<file path="src/rtl/xor_diff_accum.sv">
`default_nettype none
// ============================================================================
// Module   : xor_diff_accum
// Brief    : Frame statistics (Hamming distance, OR-mask, all-equal) over XOR diff words
// Revision : 1.0
// ============================================================================
module xor_diff_accum #(
  parameter int WIDTH     = 4,
  parameter int FRAME_LEN = 8,
  parameter int CNT_W     = 8
) (
  input  logic             clk,
  input  logic             rst_n,
  input  logic             start,
  input  logic             in_valid,
  input  logic [WIDTH-1:0] diff,
  output logic             in_ready,
  output logic             busy,
  output logic             done,
  output logic [CNT_W-1:0] distance,
  output logic [WIDTH-1:0] or_mask,
  output logic             equal
);

  localparam int CNT_BITS = $clog2(FRAME_LEN + 1);
  localparam int POP_W    = $clog2(WIDTH + 1);
  localparam logic [CNT_BITS-1:0] C_LAST_IDX = CNT_BITS'(FRAME_LEN - 1);
  localparam logic [CNT_BITS-1:0] C_CNT_ONE  = CNT_BITS'(1);

  generate
    if (FRAME_LEN < 1) begin : g_bad_frame_len
      $error("xor_diff_accum: FRAME_LEN must be at least 1");
    end
    if (((2 ** CNT_W) - 1) < (WIDTH * FRAME_LEN)) begin : g_bad_cnt_w
      $error("xor_diff_accum: CNT_W too narrow for WIDTH*FRAME_LEN");
    end
  endgenerate

  typedef enum logic [1:0] {
    S_IDLE  = 2'd0,
    S_ACCUM = 2'd1,
    S_DONE  = 2'd2
  } state_t;

  state_t              state_q,    state_d;
  logic [CNT_BITS-1:0] cnt_q,      cnt_d;
  logic [CNT_W-1:0]    acc_dist_q, acc_dist_d;
  logic [WIDTH-1:0]    acc_mask_q, acc_mask_d;
  logic [CNT_W-1:0]    distance_q, distance_d;
  logic [WIDTH-1:0]    or_mask_q,  or_mask_d;
  logic                equal_q,    equal_d;
  logic                done_q,     done_d;

  logic [POP_W-1:0]    pop_cnt;
  logic [CNT_W:0]      dist_sum_wide;
  logic [CNT_W-1:0]    dist_sum;
  logic [WIDTH-1:0]    mask_next;

  always_comb begin
    pop_cnt = '0;
    for (int i = 0; i < WIDTH; i++) begin
      pop_cnt = pop_cnt + POP_W'(diff[i]);
    end
  end

  // One extra bit catches overflow so the accumulator can clamp at all-ones.
  always_comb begin
    dist_sum_wide = {1'b0, acc_dist_q} + {1'b0, CNT_W'(pop_cnt)};
    dist_sum      = dist_sum_wide[CNT_W] ? {CNT_W{1'b1}} : dist_sum_wide[CNT_W-1:0];
    mask_next     = acc_mask_q | diff;
  end

  always_comb begin
    state_d    = state_q;
    cnt_d      = cnt_q;
    acc_dist_d = acc_dist_q;
    acc_mask_d = acc_mask_q;
    distance_d = distance_q;
    or_mask_d  = or_mask_q;
    equal_d    = equal_q;
    done_d     = 1'b0;

    case (state_q)
      S_IDLE: begin
        if (start) begin
          state_d    = S_ACCUM;
          cnt_d      = '0;
          acc_dist_d = '0;
          acc_mask_d = '0;
        end
      end
      S_ACCUM: begin
        if (in_valid) begin
          cnt_d      = cnt_q + C_CNT_ONE;
          acc_dist_d = dist_sum;
          acc_mask_d = mask_next;
          // Last word: publish the totals including this word on the same edge.
          if (cnt_q == C_LAST_IDX) begin
            state_d    = S_DONE;
            done_d     = 1'b1;
            distance_d = dist_sum;
            or_mask_d  = mask_next;
            equal_d    = (mask_next == '0);
          end
        end
      end
      S_DONE: begin
        state_d = S_IDLE;
      end
      default: begin
        state_d = S_IDLE;
      end
    endcase
  end

  always_ff @(posedge clk or negedge rst_n) begin
    if (!rst_n) begin
      state_q    <= S_IDLE;
      cnt_q      <= '0;
      acc_dist_q <= '0;
      acc_mask_q <= '0;
      distance_q <= '0;
      or_mask_q  <= '0;
      equal_q    <= 1'b0;
      done_q     <= 1'b0;
    end else begin
      state_q    <= state_d;
      cnt_q      <= cnt_d;
      acc_dist_q <= acc_dist_d;
      acc_mask_q <= acc_mask_d;
      distance_q <= distance_d;
      or_mask_q  <= or_mask_d;
      equal_q    <= equal_d;
      done_q     <= done_d;
    end
  end

  assign in_ready = (state_q == S_ACCUM);
  assign busy     = (state_q == S_ACCUM);
  assign done     = done_q;
  assign distance = distance_q;
  assign or_mask  = or_mask_q;
  assign equal    = equal_q;

endmodule
`default_nettype wire

</file>
<file path="config.mk">
export PLATFORM = sky130hd
export DESIGN_NAME = xor_diff_accum
export DESIGN_NICKNAME = d
export VERILOG_FILES = /design/src/rtl/xor_diff_accum.sv
export SDC_FILE = /design/constraint.sdc
export NUM_CORES = 1
export LEC_CHECK = 0
export ABC_AREA = 1
export BUFFER_PORTS_ARGS = -buffer_cell sky130_fd_sc_hd__buf_2
export CORE_MARGIN = 1.5
export CORE_UTILIZATION = 40
export CTS_CLUSTER_DIAMETER = 40
export DETAILED_ROUTE_END_ITERATION = 12
export PLACE_DENSITY_LB_ADDON = 0.12
export SLEW_MARGIN = 30
export SYNTH_ARGS = -nofsm -noshare
export SYNTH_HDL_FRONTEND = slang
export SYNTH_SLANG_ARGS = --single-unit
</file>
<file path="constraint.sdc">
create_clock -name clk -period 2.7 [get_ports clk]
set_clock_uncertainty 0.2 [all_clocks]
set_input_delay 0.135 -clock clk [delete_from_list [all_inputs] [get_ports clk]]
set_output_delay 0.135 -clock clk [all_outputs]
set_load 0.05 [all_outputs]
</file>
* Word level (Yosys, flattened, before mapping) *
Cells that the tools add are included.

storage, ports and cells
  word-level logic and storage cells = 41
  output and inout port bits = 16
  register bits = 32
  input port bits = 8

operators by class
  bitwise gates (word level) = 1
  equal/unequal tests = 5
  multiplexer cells = 16
  $add $sub $neg = 5
  reduce and logical (&&, ||, !) cells = 6

operator list
  cell                 count
  $mux 8               3
  $pmux 4 s2           2
  $pmux 8 s2           1
  $mux 4               3
  $add 8x3->9          1
  $reduce_and 3->1     3
  $mux 2               3
  $add 4x1->4 const B  1
  $eq 4x3->1 const B   1
  $logic_not 4->1      1
  $ne 2x2->1 const B   2
  $or 4x4->4           1
  $pmux 2 s2           1
  $add 2x1->3          1
  $add 3x1->3          1
  $mux 1               3
  $add 1x1->2          1
  $eq 2x1->1 const B   1
  $logic_not 2->1      1
  $ne 2x1->1 const B   1
  $reduce_bool 2->1    1

* Logic depth before layout (Yosys ltp) *
  word-level depth = 7
  depth in mapped cells = 11
  gate-level depth less buffers = 11

* Worst setup path before layout *
Ideal clock, no wire load.

  kind = input-to-reg
  from = input port diff[0]
  to = register distance_q[4], in the netlist distance[4]
  path slack = 0.503 ns
  stages = 11
  arrival = 1.931 ns
  buffers on the path = 0
  path through = fa_1 > inv_1 > fa_1 > inv_1 > fa_1 > nand3_1 > nor2_2 > nand3_2 > o21ai_0 > nand2_1 > nand2_1

between the ends
  cells in the longest elaborated chain, start to end = 5

RTL lines
  element               line  text
  start, declared       16    input logic [WIDTH-1:0] diff,
  $add 1x1->2           62    pop_cnt = pop_cnt + POP_W'(diff[i]);
  $add 2x1->3           62
  $add 3x1->3           62
  $add 8x3->9           68    dist_sum_wide = {1'b0, acc_dist_q} + {1'b0, CNT_W'(pop_cnt)};
  $mux 8                69    dist_sum = dist_sum_wide[CNT_W] ? {CNT_W{1'b1}} : dist_sum_wide[CNT_W-1:0];
  end signal, assigned  131   distance_q <= distance_d;
  end, declared         49    logic [CNT_W-1:0] distance_q, distance_d;

Every way passes these cells.
A chain may end at the register's enable or synchronous reset.

* Final worst setup path *
  from = input port diff[2]
  to = register distance_q[4], in the netlist distance[4]

between the ends
  cells in the longest elaborated chain, start to end = 4

RTL lines
  element      line
  $add 2x1->3  62
  $add 3x1->3  62
  $add 8x3->9  68
  $mux 8       69

Every way passes these cells.

==> results.cfg <==
[critical_path]
start_kind = primary input
end_kind = register
critPathMaxFanout = 7
cp_num_buf_inv = 4
crit_required_ps = 2730
cp_cell_sequence = dlygate4sd3_1 -> buf_2 -> inv_1 -> fa_1 -> inv_1 -> fa_1 -> nand3_1 -> nor2_2 -> nand3_2 -> o21ai_0 -> nand2_1 -> nand2_1
cpLargestDelayFamily = buffers and inverters
crit_slowest_cell = dlygate4sd3_1
worst-setup-path-type = primary input to register
critical_path.max_stage_delay_ps = 520
arrival_ps = 2300

[synth]
avgSynthCellArea_sq_um = 8.69
seq_area_frac_synth_pct = 52.0
yosysUniqueCellTypes = 23
yosys_warnings = 0
syn_area_sq_um = 1540
ys_ff_latch = 32
syn_inst = 177
synth_edf_count = 0
synthArstFlopShare_pct = 100
synth_top_cells_by_area = dfrtp_1 (52%), nand2_1 (18%), fa_1 (3.9%)
synth_top_area_share_pct = 52.0
synth_fp_nets = 190
yosysTopAreaCell = dfrtp_1
yosys.cell_count.top_type = nand2_1
yosys_most_used_dff = dfrtp_1
synth_top_cells_by_count = nand2_1 (72), dfrtp_1 (32), inv_1 (15)

[global_routing]
grt_max_degree = 33
grt_use_met3_pct = 5.73
grt_pass1_wl_um = 5620
grt.total_usage_pct = 18.3
grtUsageMet1_pct = 22.9
grtUsageMet2_pct = 28.4
grt_pass1_vias = 1242
overflow = 0
antenna_found_initial = 0
grt.busiest_layer = met2

[cells_and_area]
fin_area_sq_um = 1880
layout.nets = 225
drive_above_1_share_pct = 20.2
area_growth_pct = 22.0
n_antenna_cell = 0
final_cells = 261

[timing]
setup_viol = 0
maxSlewHeadroom_pct = 52.9
fin_crit_sh_pct = 84.2
setup_tns_ps = 0
drv_slew = 0
period_minus_slack_ps = 2270
tightest_slew_ps = 706
setup_ws_ps = 425
fmax_ghz = 0.440
grt_setup_unrepaired = no
final-hold-violation-count = 0

[floorplan]
die-area_sq_um = 4230
start_util_pct = 41.7
ioPinCount = 24
die_w_um = 65.0
die_h_um = 65.0
core_sq_um = 3690
row_count = 22

[clock_network]
clock_latency_ps = 290
cts_buffer_depth = 2
cts_num_sinks = 32
clkTransAtPathRegs_ps = 70
cts_tree = yes
cts_root_buf = clkbuf_8
htree_levels = 2
cts_buffers = 5

[detailed_routing]
first_pass_iters = 4
drtIter0Drc = 73
num_vias = 1267
routed_via_density = 4.85
post-route-drc-count = 0
wl_per_cell_um = 12.4
wl_um = 3250
drtAntennaViolNets = 0

[placement]
place_congestion = 0.836
dpl-instance-area_sq_um = 1700
port_buffers = 23
dpl_worst_slack_ps = 162
place_inst = 246
dpl.hpwl_um = 2280

[power]
power_density_nw_per_um2 = 1130
vdd_drop_max_uv = 450
p_leak_nw = 1.02

[job]
cap_violations = 0

[run_status]
outcome = completed

[hold_path]
hp-class = primary input to register
tightest hold or removal path: cells and delay by family:
kind | cells | cell delay (ps)
buf+inv | 1 | 80
simple gates | 2 | 220
compound gates | 1 | 50
registers in the layout, summed over array words and instances, names as in the netlist:
name,cells
acc_mask_q,4
done,1
equal,1
state_q,2
cnt_q,4
acc_dist_q,8
or_mask,4
distance,8
kinds of logic (layout without fill, tap and decap cells):
| group | after synthesis | count (layout) | synth area share [%] |
|---|---|---|---|
| AND/OR/NAND/NOR | 100 | 100 | 28.6 |
| flip-flops | 32 | 32 | 52.0 |
| buffers and inverters | 20 | 56 | 5.77 |
| AO/OA/AOI/OAI | 18 | 18 | 6.83 |
| adder cells (fa/ha/maj) | 5 | 5 | 5.53 |
| XOR/XNOR | 1 | 1 | 0.569 |
| multiplexers | 1 | 1 | 0.650 |
repair_timing:
action / 4_1_cts / 5_1_grt
hold buffers: 7 / 0
resized for setup: 0 / 0
hold endpoints to repair: 41 / 0
buffers inserted: 0 / 0
metal layers:
| metal | vias to the layer above | part of all wire (%) |
|---|---|---|
| li1 | 626 | - |
| met1 | 610 | 45 |
| met2 | 26 | 49 |
| met3 | 5 | 4.2 |
| met4 | 0 | 2.0 |
| met5 | - | 0 |
final timing paths:
| check | to | cells after the start | slack (ps) | from |
|---|---|---|---|---|
| max | distance[4] | 12 | 430 | diff[2] |
| min | acc_mask_q[1] | 4 | 40 | start |
| max reg2reg | distance[4] | 10 | 600 | acc_dist_q[0] |
| min reg2reg | distance[5] | 2 | 280 | distance[5] |
| max in group asynchronous | done | 2 | 1620 | rst_n |
| min in group asynchronous | state_q[1] | 2 | 230 | rst_n |
through the flow:
stage	utilization [%]	hold WS (ps)	power (W)
global placement	46.0	19.4	0.00163
CTS	50.9	16.8	0.00214
detailed placement	46.0	33.6	0.00165
finish	50.9	35.6	0.00212
global route	50.9	81.5	0.00227
floorplan	-	-361	0.00144
where the power goes:
| part | internal (W) | switching, W |
|---|---|---|
| combinational | 0.000256 | 0.000635 |
| sequential | 0.000644 | 0.000122 |
| clock | 0.000273 | 0.000190 |
placed cells by master (no fill, tap or decap), drive strengths merged, types with 2 or more instances in the layout:
cell type     n
dlygate4sd3   7
inv          18
nor2         13
fa            3
nand2        73
clkbuf        5
buf          23
o21ai        11
nand4         3
ha            2
dfrtp        32
nand3        11
a21oi         6
cell type report:
class,count,area [sq um]
repair buffers,30,185
inverters,18,70.1
fillers,362,1810
multi-input cells,125,649
well taps,48,60.1
clock inverters,3,42.5
clock buffers,5,68.8
flip-flops and latches,32,801
Note: power is estimated with default switching activity, not from simulation.
